===== src/rtl/pattern_stream_tx.sv =====
// Serial pattern transmitter: frames accepted over valid/ready are shifted out on num_o,
// while a golden tracker counts overlapping PAT occurrences actually driven on num_o.
//
// state  | meaning
// -------+--------------------------------------------------------------
// IDLE   | num_o held at IDLE_BIT, ready for a new frame
// SHIFT  | one data bit per cycle on num_o, DATA_W cycles per frame
// GAP    | GAP_CYC idle cycles after a frame, frame accepted on the last
module pattern_stream_tx #(
    parameter int           DATA_W    = 8,
    parameter int           CNT_W     = 8,
    parameter logic [3:0]   PAT       = 4'b0101,
    parameter bit           MSB_FIRST = 1'b1,
    parameter int           GAP_CYC   = 0,
    parameter logic         IDLE_BIT  = 1'b1
) (
    input  logic              clk,
    input  logic              rst_n,
    input  logic [DATA_W-1:0] data_i,
    input  logic              valid_i,
    output logic              ready_o,
    output logic              num_o,
    output logic              busy_o,
    output logic [CNT_W-1:0]  exp_cnt_o,
    output logic              of_o
);

    localparam int                 BIT_W    = $clog2(DATA_W + 1);
    localparam logic [BIT_W-1:0]   BIT_LAST = BIT_W'(DATA_W - 1);
    localparam logic [3:0]         GAP_LAST = 4'(GAP_CYC - 1);
    localparam logic [CNT_W-1:0]   CNT_MAX  = '1;

    typedef enum logic [1:0] {
        S_IDLE,
        S_SHIFT,
        S_GAP
    } state_t;

    state_t             state;
    logic [DATA_W-1:0]  sreg;
    logic [BIT_W-1:0]   bit_cnt;
    logic [3:0]         gap_cnt;
    logic [3:0]         history;

    logic               last_bit;
    logic               last_gap;
    logic               accept;
    logic               match;
    logic               first_bit;
    logic               next_bit;
    logic [DATA_W-1:0]  load_rest;
    logic [DATA_W-1:0]  shift_rest;

    always_comb begin
        last_bit   = (bit_cnt == '0);
        last_gap   = (gap_cnt == '0);
        ready_o    = (state == S_IDLE)
                  || (state == S_SHIFT && last_bit && GAP_CYC == 0)
                  || (state == S_GAP && last_gap);
        accept     = valid_i && ready_o;
        match      = ({history[2:0], num_o} == PAT);
        busy_o     = (state != S_IDLE);
        // sreg holds only the bits still to be sent; the head bit goes straight to num_o
        first_bit  = MSB_FIRST ? data_i[DATA_W-1] : data_i[0];
        next_bit   = MSB_FIRST ? sreg[DATA_W-1] : sreg[0];
        load_rest  = MSB_FIRST ? (data_i << 1) : (data_i >> 1);
        shift_rest = MSB_FIRST ? (sreg << 1) : (sreg >> 1);
    end

    always_ff @(posedge clk) begin
        if (!rst_n) begin
            state     <= S_IDLE;
            num_o     <= IDLE_BIT;
            sreg      <= '0;
            bit_cnt   <= '0;
            gap_cnt   <= '0;
            history   <= {4{IDLE_BIT}};
            exp_cnt_o <= '0;
            of_o      <= 1'b0;
        end else begin
            history <= {history[2:0], num_o};

            if (match) begin
                if (exp_cnt_o != CNT_MAX)
                    exp_cnt_o <= exp_cnt_o + 1'b1;
                else
                    of_o <= 1'b1;
            end

            if (accept) begin
                state   <= S_SHIFT;
                num_o   <= first_bit;
                sreg    <= load_rest;
                bit_cnt <= BIT_LAST;
            end else begin
                case (state)
                    S_SHIFT: begin
                        if (!last_bit) begin
                            num_o   <= next_bit;
                            sreg    <= shift_rest;
                            bit_cnt <= bit_cnt - 1'b1;
                        end else if (GAP_CYC > 0) begin
                            state   <= S_GAP;
                            num_o   <= IDLE_BIT;
                            gap_cnt <= GAP_LAST;
                        end else begin
                            state <= S_IDLE;
                            num_o <= IDLE_BIT;
                        end
                    end
                    S_GAP: begin
                        num_o <= IDLE_BIT;
                        if (last_gap)
                            state <= S_IDLE;
                        else
                            gap_cnt <= gap_cnt - 1'b1;
                    end
                    default: begin
                        state <= S_IDLE;
                        num_o <= IDLE_BIT;
                    end
                endcase
            end
        end
    end

endmodule

===== config.mk =====
export PLATFORM = sky130hd
export DESIGN_NAME = pattern_stream_tx
export DESIGN_NICKNAME = d
export VERILOG_FILES = /design/src/rtl/pattern_stream_tx.sv
export SDC_FILE = /design/constraint.sdc
export NUM_CORES = 1
export LEC_CHECK = 0
export ABC_AREA = 1
export BUFFER_PORTS_ARGS = -buffer_cell sky130_fd_sc_hd__buf_2
export CAP_MARGIN = 5
export CORE_ASPECT_RATIO = 0.75
export CORE_MARGIN = 8
export CORE_UTILIZATION = 57
export DETAILED_ROUTE_END_ITERATION = 7
export GPL_ROUTABILITY_DRIVEN = 0
export PLACE_DENSITY = 0.88
export SYNTH_ARGS = -nofsm -noshare
export SYNTH_HDL_FRONTEND = slang
export SYNTH_SLANG_ARGS = --single-unit

===== constraint.sdc =====
create_clock -name clk -period 2.92 [get_ports clk]
set_clock_uncertainty 0.15 [all_clocks]
set_input_delay 0.438 -clock clk [delete_from_list [all_inputs] [get_ports clk]]
set_output_delay 0.438 -clock clk [all_outputs]
set_load 0.005 [all_outputs]

==> results of run 1 <==
[Yosys cell counts]
| cell | count |
|---|---|
| nand3_1 | 24 |
| inv_4 | 1 |
| o22ai_1 | 1 |
| a21oi_1 | 8 |
| nand2_2 | 3 |
| nor3_1 | 1 |
| xor2_1 | 3 |
| o21ai_0 | 3 |
| inv_2 | 1 |
| buf_6 | 1 |
| or2_2 | 2 |
| a31oi_1 | 1 |
| nand2_1 | 41 |
| ha_1 | 2 |
| buf_2 | 1 |
| nand4_1 | 4 |
| dfxtp_1 | 25 |
| inv_1 | 22 |
| nor2_4 | 4 |
| nand2_4 | 2 |
| buf_4 | 2 |
| nor2_1 | 17 |
[cell families after synthesis]
logic type,share of synthesized area [%]
AO/OA/AOI/OAI,5.58
XOR/XNOR,2.17
adder cells (fa/ha/maj),2.07
buffers and inverters,10.2
flip-flops,41.4
AND/OR/NAND/NOR,38.6
[per-layer routing]
layer,vias to the layer above,GRT usage [%],part of all wire [%]
met5,-,0,0
met4,0,4.66,1.1
met3,4,5.35,8.0
met2,44,20.5,48
met1,492,14.3,43
li1,578,-,-
[registers in the layout, indices dropped and copies added (netlist names)]
name	cells
bit_cnt	4
exp_cnt_o	8
history	3
num_o	1
of_o	1
sreg	7
state	1
[path summary, 6_finish.rpt]
| check | cells after the start | from | endpoint |
|---|---|---|---|
| worst min register to register | 2 | history[0] | history[1] |
| worst max-delay path | 5 | bit_cnt[0] | ready_o |
| worst max register to register | 8 | bit_cnt[0] | sreg[1] |
| worst min-delay path | 3 | data_i[7] | num_o |
[report_power, final]
group	total (uW)	switching (uW)	internal [uW]
combinational	75.3	47.3	28.0
sequential	365	8.30	357
clock	152	98.3	53.4
[per-stage QoR]
step	power (uW)	instance area [um^2]	cells
2_1_floorplan	430	1210	169
3_5_place_dp	448	1320	211
3_3_place_gp	444	1320	211
5_1_grt	624	1350	215
6_report	592	1350	215
4_1_cts	599	1350	215
[cell type report]
class	instances	area, um^2
Clock buffer	4	26.3
Fill cell	169	669
Inverter	24	92.6
Multi-Input combinational cell	116	586
Sequential cell	25	500
Tap cell	24	30.0
Timing Repair Buffer	22	110
[worst max-delay path: stages (launching register included)]
cell	delay, ns
dfxtp_1	0.32
inv_1	0.10
ha_1	0.20
nand2_1	0.07
nand2_2	0.25
buf_2	0.18
==> flow_summary.toml, run 1 <==
[timing]
rsz0062_at_grt = "false"
max_freq_mhz = 495
holdWs_ns = 0.202
slew_violations = 0
tns_ns = 0
finalSetupViolations = 0
finalCritPeriodShare_pct = 69.2
finalWorstSetupSlack_ns = 0.898
hold_viol = 0
fin_crit_ns = 2.02
tightestPinTransition_ns = 0.327
slew_headroom_pct = 78.2

[clock_network]
htreeDepth = 1
clock-sinks = 25
cts_buffers = 3
post_cts_resized = 0
clk_latency_ns = 0.31
hold_buffers = 0
post_cts_buffers = 0
cts_root_buf = "clkbuf_4"
path_clk_slew_ns = 0.13
clock_path_buffers = 2
tritoncts = "done"

[die]
die_w_um = 69.2
ios = 23
core_area_um2 = 2010
die_h_um = 55.9
start_util_pct = 60.1
rows = 14
die_area_um2 = 3870

[critical_path]
critical_path.max_fanout = 19
arrival_ns = 1.43
cp-end-kind = "primary output"
reg2reg_slack_ns = 1.30
worstPathRequired_ns = 2.33
worstSetupStartpointType = "register"
criticalPathCategory = "reg -> out"

[layout]
layout.core_utilization_pct = 66.8
layout_common_cells = "nand2_1 (41), dfxtp_1 (25), nand3_1 (24), inv_1 (22), buf_2 (22)"
area_growth_pct = 11.2
mostFrequentLayoutCell = "nand2_1"
diodes = 0
layout-drive-gt1-share_pct = 19.9
nets = 205

[drt]
drt-total-wl_um = 2430
first_pass_iters = 4
via_per_inst = 5.20
post-route-drc-count = 0
vias = 1118
wl_per_cell_um = 11.3
drt-initial-drc-count = 47
antenna_left = 0

[placement]
detailedPlace.worstSlack_ns = 1.26
io_buffers = 22
hpwl_um = 1910

[logic_synthesis]
yosysWarnings = 0
yosys.area.top_type = "dfxtp_1"
netlist_instances = 169
syn_area_um2 = 1210
yosys-top-cells-area = "dfxtp_1 (41%), nand2_1 (13%), nand3_1 (9.9%)"
synth_seq_cells = 25
yosysSeqAreaShare_pct = 41.4
yosysTopAreaCellShare_pct = 41.4
post_synth_num_cell_types = 22
syn_nets = 182
postSynthAreaPerCell_um2 = 7.16

[pwr]
ir_worst_vdd_uv = 417
cellPowerDensity_nw_per_um2 = 440
p_leak_uw = 0.000698

[global_route]
grt_max_degree = 20
grt_pass1_wl_um = 4100
overflow = 0
antenna_found_initial = 0
grt_pass1_vias = 961
track_usage_pct = 12.6

[outcome]
status = "finished, final reports clean"

[run]
max_cap_viol_count = 0

[worst_hold_path]
hold_class = "in -> reg"
Note: power is estimated with default switching activity, not from simulation.
==> run 2: changes to the inputs <==
--- a/config.mk
+++ b/config.mk
@@ -10,10 +10,10 @@
 export CAP_MARGIN = 5
 export CORE_ASPECT_RATIO = 0.75
 export CORE_MARGIN = 8
-export CORE_UTILIZATION = 57
+export CORE_UTILIZATION = 48
 export DETAILED_ROUTE_END_ITERATION = 7
 export GPL_ROUTABILITY_DRIVEN = 0
-export PLACE_DENSITY = 0.88
+export PLACE_DENSITY = 0.79
 export SYNTH_ARGS = -nofsm -noshare
 export SYNTH_HDL_FRONTEND = slang
 export SYNTH_SLANG_ARGS = --single-unit
==> constraint.sdc (replaced) <==
create_clock -name clk -period 1.75 [get_ports clk]
set_clock_uncertainty 0.15 [all_clocks]
set_input_delay 0.2625 -clock clk [delete_from_list [all_inputs] [get_ports clk]]
set_output_delay 0.2625 -clock clk [all_outputs]
set_load 0.005 [all_outputs]
==> flow_summary.toml, run 2 (synthesized netlist as in run 1, its figures left out) <==
[outcome]
status = "finished, final reports clean"

[die]
core_area_um2 = 2350
die_area_um2 = 4400
ios = 23
die_w_um = 74.0
rows = 15
start_util_pct = 51.6
die_h_um = 59.5

[critical_path]
reg2reg_depth = 9
reg2reg_slack_ns = 0.16
critical_path.max_fanout = 4
worstPathRequired_ns = 1.34
arrival_ns = 1.25
timing.rr.start = "bit_cnt[0]"
cp_slowest_cell = "dfxtp_1"
crit_path_max_incr_delay_ns = 0.33
worstSetupStartpointType = "register"
rr_endpoint = "sreg[1]"
cp-end-kind = "primary output"
worstPathCellList = "inv_1 > ha_1 > nand2_2 > nand2_4 > buf_2"
criticalPathCategory = "reg -> out"

[timing]
max_freq_mhz = 603
tns_ns = 0
slew_violations = 0
fin_crit_ns = 1.66
tightestPinTransition_ns = 0.283
rsz0062_at_grt = "false"
hold_viol = 0
holdWs_ns = 0.0138
finalSetupViolations = 0
slew_headroom_pct = 81.1
finalCritPeriodShare_pct = 94.8

[clock_network]
htreeDepth = 1
path_clk_slew_ns = 0.13
clock_path_buffers = 2
clk_latency_ns = 0.32
cts_root_buf = "clkbuf_4"
hold_buffers = 0
cts_buffers = 3
tritoncts = "done"
clock-sinks = 25

[global_route]
track_usage_pct = 12.5
grt_max_degree = 19
grt_pass1_wl_um = 4420
antenna_found_initial = 0
grt_pass1_vias = 1058
overflow = 0

[layout]
mostFrequentLayoutCell = "nand2_1"
layout-drive-gt1-share_pct = 21.2
area_growth_pct = 14.4
largest_register_ffs = 8
layout_common_cells = "nand2_1 (40), dfxtp_1 (25), nand3_1 (24), inv_1 (22), buf_2 (22)"
top_regs = "exp_cnt_o x8, sreg x7, bit_cnt x4"
layout.core_utilization_pct = 59.0
fin_cells = 227
largest_register = "exp_cnt_o"
diodes = 0
fillerInstances = 230
final_cell_area_um2 = 1380
nets = 207

[worst_hold_path]
hp-start = "data_i[7]"
hold-path-endpoint = "num_o"
holdPathStages = 3
hold_class = "in -> reg"

[drt]
via_per_inst = 4.89
drt-initial-drc-count = 80
antenna_left = 0
drt-total-wl_um = 2550
vias = 1109
wl_per_cell_um = 11.2
post-route-drc-count = 0
first_pass_iters = 4

[pwr]
p_sw_uw = 265
p_leak_uw = 0.000713
intPower_uw = 739
power_frac_seq_pct = 60.8
pwr-share-clk_pct = 25.3
power_frac_comb_pct = 13.9
cellPowerDensity_nw_per_um2 = 725
p_sw_share_pct = 26.4
ir_worst_vdd_uv = 600

[placement]
io_buffers = 22
hpwl_um = 1900
placed_area_um2 = 1340
dp_cells = 222

[run]
max_cap_viol_count = 0
[run 2: repair_timing]
item | CTS | global route
buffers inserted | 1 | 0
setup endpoints to repair | 1 | 5
gates resized for setup | 1 | 2
pin swaps | 1 | 0
[run 2: how the worst max path moves through the flow]
| stage | start | endpoint | slack, ns | cells after the start |
|---|---|---|---|---|
| after floorplan | exp_cnt_o[0] | exp_cnt_o[1] | 0.34 | 8 |
| after global placement | bit_cnt[0] | sreg[1] | 0.24 | 8 |
| after detailed placement | bit_cnt[0] | sreg[4] | 0.15 | 9 |
| after CTS | bit_cnt[0] | ready_o | 0.07 | 5 |
| after global routing | bit_cnt[0] | ready_o | 0.01 | 5 |
| final | bit_cnt[0] | ready_o | 0.09 | 5 |
[run 2: power groups by stage]
stage / combinational (uW) / clock [uW] / sequential [uW]
floorplan: 98.2 / 0 / 619
global placement: 124 / 0 / 621
detailed placement: 128 / 0 / 622
CTS: 134 / 267 / 610
global route: 159 / 292 / 614
finish: 140 / 254 / 610
[run 2: metal layers]
metal	vias to the layer above	part of all wire (%)	track usage [%]
met3	4	6.8	4.56
met1	493	47	14.7
met5	-	0	0
met2	32	45	20.4
li1	580	-	-
met4	0	0.79	4.25
[run 2: cell type report]
cell class | instances | area [um^2] | area share, %
Sequential cell | 25 | 500 | 36.2
Inverter | 24 | 92.6 | 6.69
Tap cell | 34 | 42.5 | 3.07
Multi-Input combinational cell | 116 | 593 | 42.9
Clock buffer | 4 | 26.3 | 1.90
Timing Repair Buffer | 24 | 129 | 9.31
[run 2: worst max-delay path: cells and delay by family (launching register included)]
family | cells | cell delay [ns]
flip-flops | 1 | 0.33
buffers and inverters | 2 | 0.20
AND/OR/NAND/NOR | 2 | 0.15
adder cells (fa/ha/maj) | 1 | 0.24
[run 2: metrics by stage]
stage	worst slack, ns	power [uW]
2_1_floorplan	0.341	717
3_3_place_gp	0.236	744
3_5_place_dp	0.153	750
4_1_cts	0.0700	1010
5_1_grt	0.0128	1060
6_report	0.0909	1000
==> run 3: changes to the inputs <==
--- a/config.mk
+++ b/config.mk
@@ -12,7 +12,7 @@
 export CORE_MARGIN = 8
 export CORE_UTILIZATION = 48
 export DETAILED_ROUTE_END_ITERATION = 7
-export GPL_ROUTABILITY_DRIVEN = 0
+export GPL_ROUTABILITY_DRIVEN = 1
 export PLACE_DENSITY = 0.79
 export SYNTH_ARGS = -nofsm -noshare
 export SYNTH_HDL_FRONTEND = slang
==> constraint.sdc (replaced) <==
create_clock -name clk -period 1.75 [get_ports clk]
set_clock_uncertainty 0.15 [all_clocks]
set_input_delay 0.2625 -clock clk [delete_from_list [all_inputs] [get_ports clk]]
set_output_delay 0.2625 -clock clk [all_outputs]
set_load 0.01 [all_outputs]
==> flow_summary.toml, run 3 (synthesized netlist as in run 1, its figures left out) <==
[outcome]
status = "finished, final reports clean"

[run]
max_cap_viol_count = 0

[timing]
tns_ns = 0
finalSetupViolations = 0
max_freq_mhz = 603
tightestPinTransition_ns = 0.287
finalCritPeriodShare_pct = 94.7
hold_viol = 0
fin_crit_ns = 1.66
slew_violations = 0
holdWs_ns = 0.0137
rsz0062_at_grt = "false"
slew_headroom_pct = 80.8

[clock_network]
tritoncts = "done"
clock_path_buffers = 2
clock-sinks = 25
cts_root_buf = "clkbuf_4"
clk_latency_ns = 0.32
htreeDepth = 1
hold_buffers = 0
path_clk_slew_ns = 0.13
cts_buffers = 3

[die]
die_area_um2 = 4400
die_w_um = 74.0
core_area_um2 = 2350
ios = 23
die_h_um = 59.5
rows = 15
start_util_pct = 51.6

[critical_path]
rr_endpoint = "sreg[1]"
reg2reg_slack_ns = 0.17
critical_path.max_fanout = 4
cp_slowest_cell = "dfxtp_1"
worstPathCellList = "inv_1 > ha_2 > nand2_2 > nand2_4 > buf_2"
reg2reg_depth = 9
worstPathRequired_ns = 1.34
worstSetupStartpointType = "register"
arrival_ns = 1.25
criticalPathCategory = "reg -> out"
crit_path_start = "bit_cnt[0]"
cp-end-kind = "primary output"
crit_path_max_incr_delay_ns = 0.32
timing.rr.start = "bit_cnt[0]"

[drt]
antenna_left = 0
vias = 1120
via_per_inst = 4.93
drt-total-wl_um = 2570
first_pass_iters = 4
post-route-drc-count = 0
wl_per_cell_um = 11.3
drt-initial-drc-count = 86

[global_route]
grt_max_degree = 19
overflow = 0
grt_pass1_wl_um = 4420
antenna_found_initial = 0
track_usage_pct = 12.5
grt_pass1_vias = 1058

[layout]
mostFrequentLayoutCell = "nand2_1"
largest_register = "exp_cnt_o"
diodes = 0
nets = 207
area_growth_pct = 14.6
top_regs = "exp_cnt_o x8, sreg x7, bit_cnt x4"
layout_common_cells = "nand2_1 (40), dfxtp_1 (25), nand3_1 (24), inv_1 (22), buf_2 (22)"
fin_cells = 227
layout-drive-gt1-share_pct = 21.8
largest_register_ffs = 8

[placement]
dp_cells = 222
io_buffers = 22
hpwl_um = 1900
gp_congestion = 0.855

[pwr]
totalPowerFinal_uw = 1010
cellPowerDensity_nw_per_um2 = 728
p_leak_uw = 0.000712
ir_worst_vdd_uv = 600

[worst_hold_path]
holdPathStages = 3
hold-path-endpoint = "num_o"
hold_class = "in -> reg"
hp-start = "data_i[7]"
-- run 3: cell counts in the layout (fill, tap and decap cells not counted) --
Identical to the previous run, type by type.
-- run 3: where the power goes --
part,leakage [uW],total (uW),switching [uW],internal (uW)
clock,0.0000150,256,166,89.4
sequential,0.000204,610,15.1,595
combinational,0.000493,143,87.8,55.5
-- run 3: metal layers --
layer,wire length (um),track usage [%]
met1,1210,14.7
met4,14,4.25
met5,0,0
met2,1190,20.4
met3,147,4.56
-- run 3: worst max-delay path by stage --
stage,endpoint,slack [ns],cells past startpoint
after floorplan,exp_cnt_o[1],0.29,8
after global placement,sreg[1],0.24,8
after CTS,ready_o,0.06,5
final,ready_o,0.09,5
after global routing,ready_o,0.009,5
after detailed placement,sreg[4],0.15,9
-- run 3: per-stage QoR --
stage	setup slack (ns)	utilization, %	area (um^2)
6_report	0.0922	59.1	1390
2_1_floorplan	0.293	-	1210
4_1_cts	0.0572	58.7	1380
5_1_grt	0.00877	59.1	1390
3_5_place_dp	0.153	57.1	1340
3_3_place_gp	0.236	57.1	1340
-- run 3: worst max-delay path: cells and delay by family (launching register included) --
family	cells	cell delay (ns)
DFF	1	0.32
buffers and inverters	2	0.24
adders and majority gates	1	0.22
and+or+nand+nor	2	0.16
-- run 3: timing repair --
action                     CTS  global route
buffers inserted             1             0
pin swaps                    1             0
gates resized for setup      1             3
setup endpoints to repair    1             5
-- run 3: final cells by class --
cell class | count | area (um^2)
sequential | 25 | 500
tap | 34 | 42.5
clock buffer | 4 | 26.3
timing repair buffer | 24 | 129
fill | 229 | 960
inverter | 24 | 92.6
multi-input combinational | 116 | 596
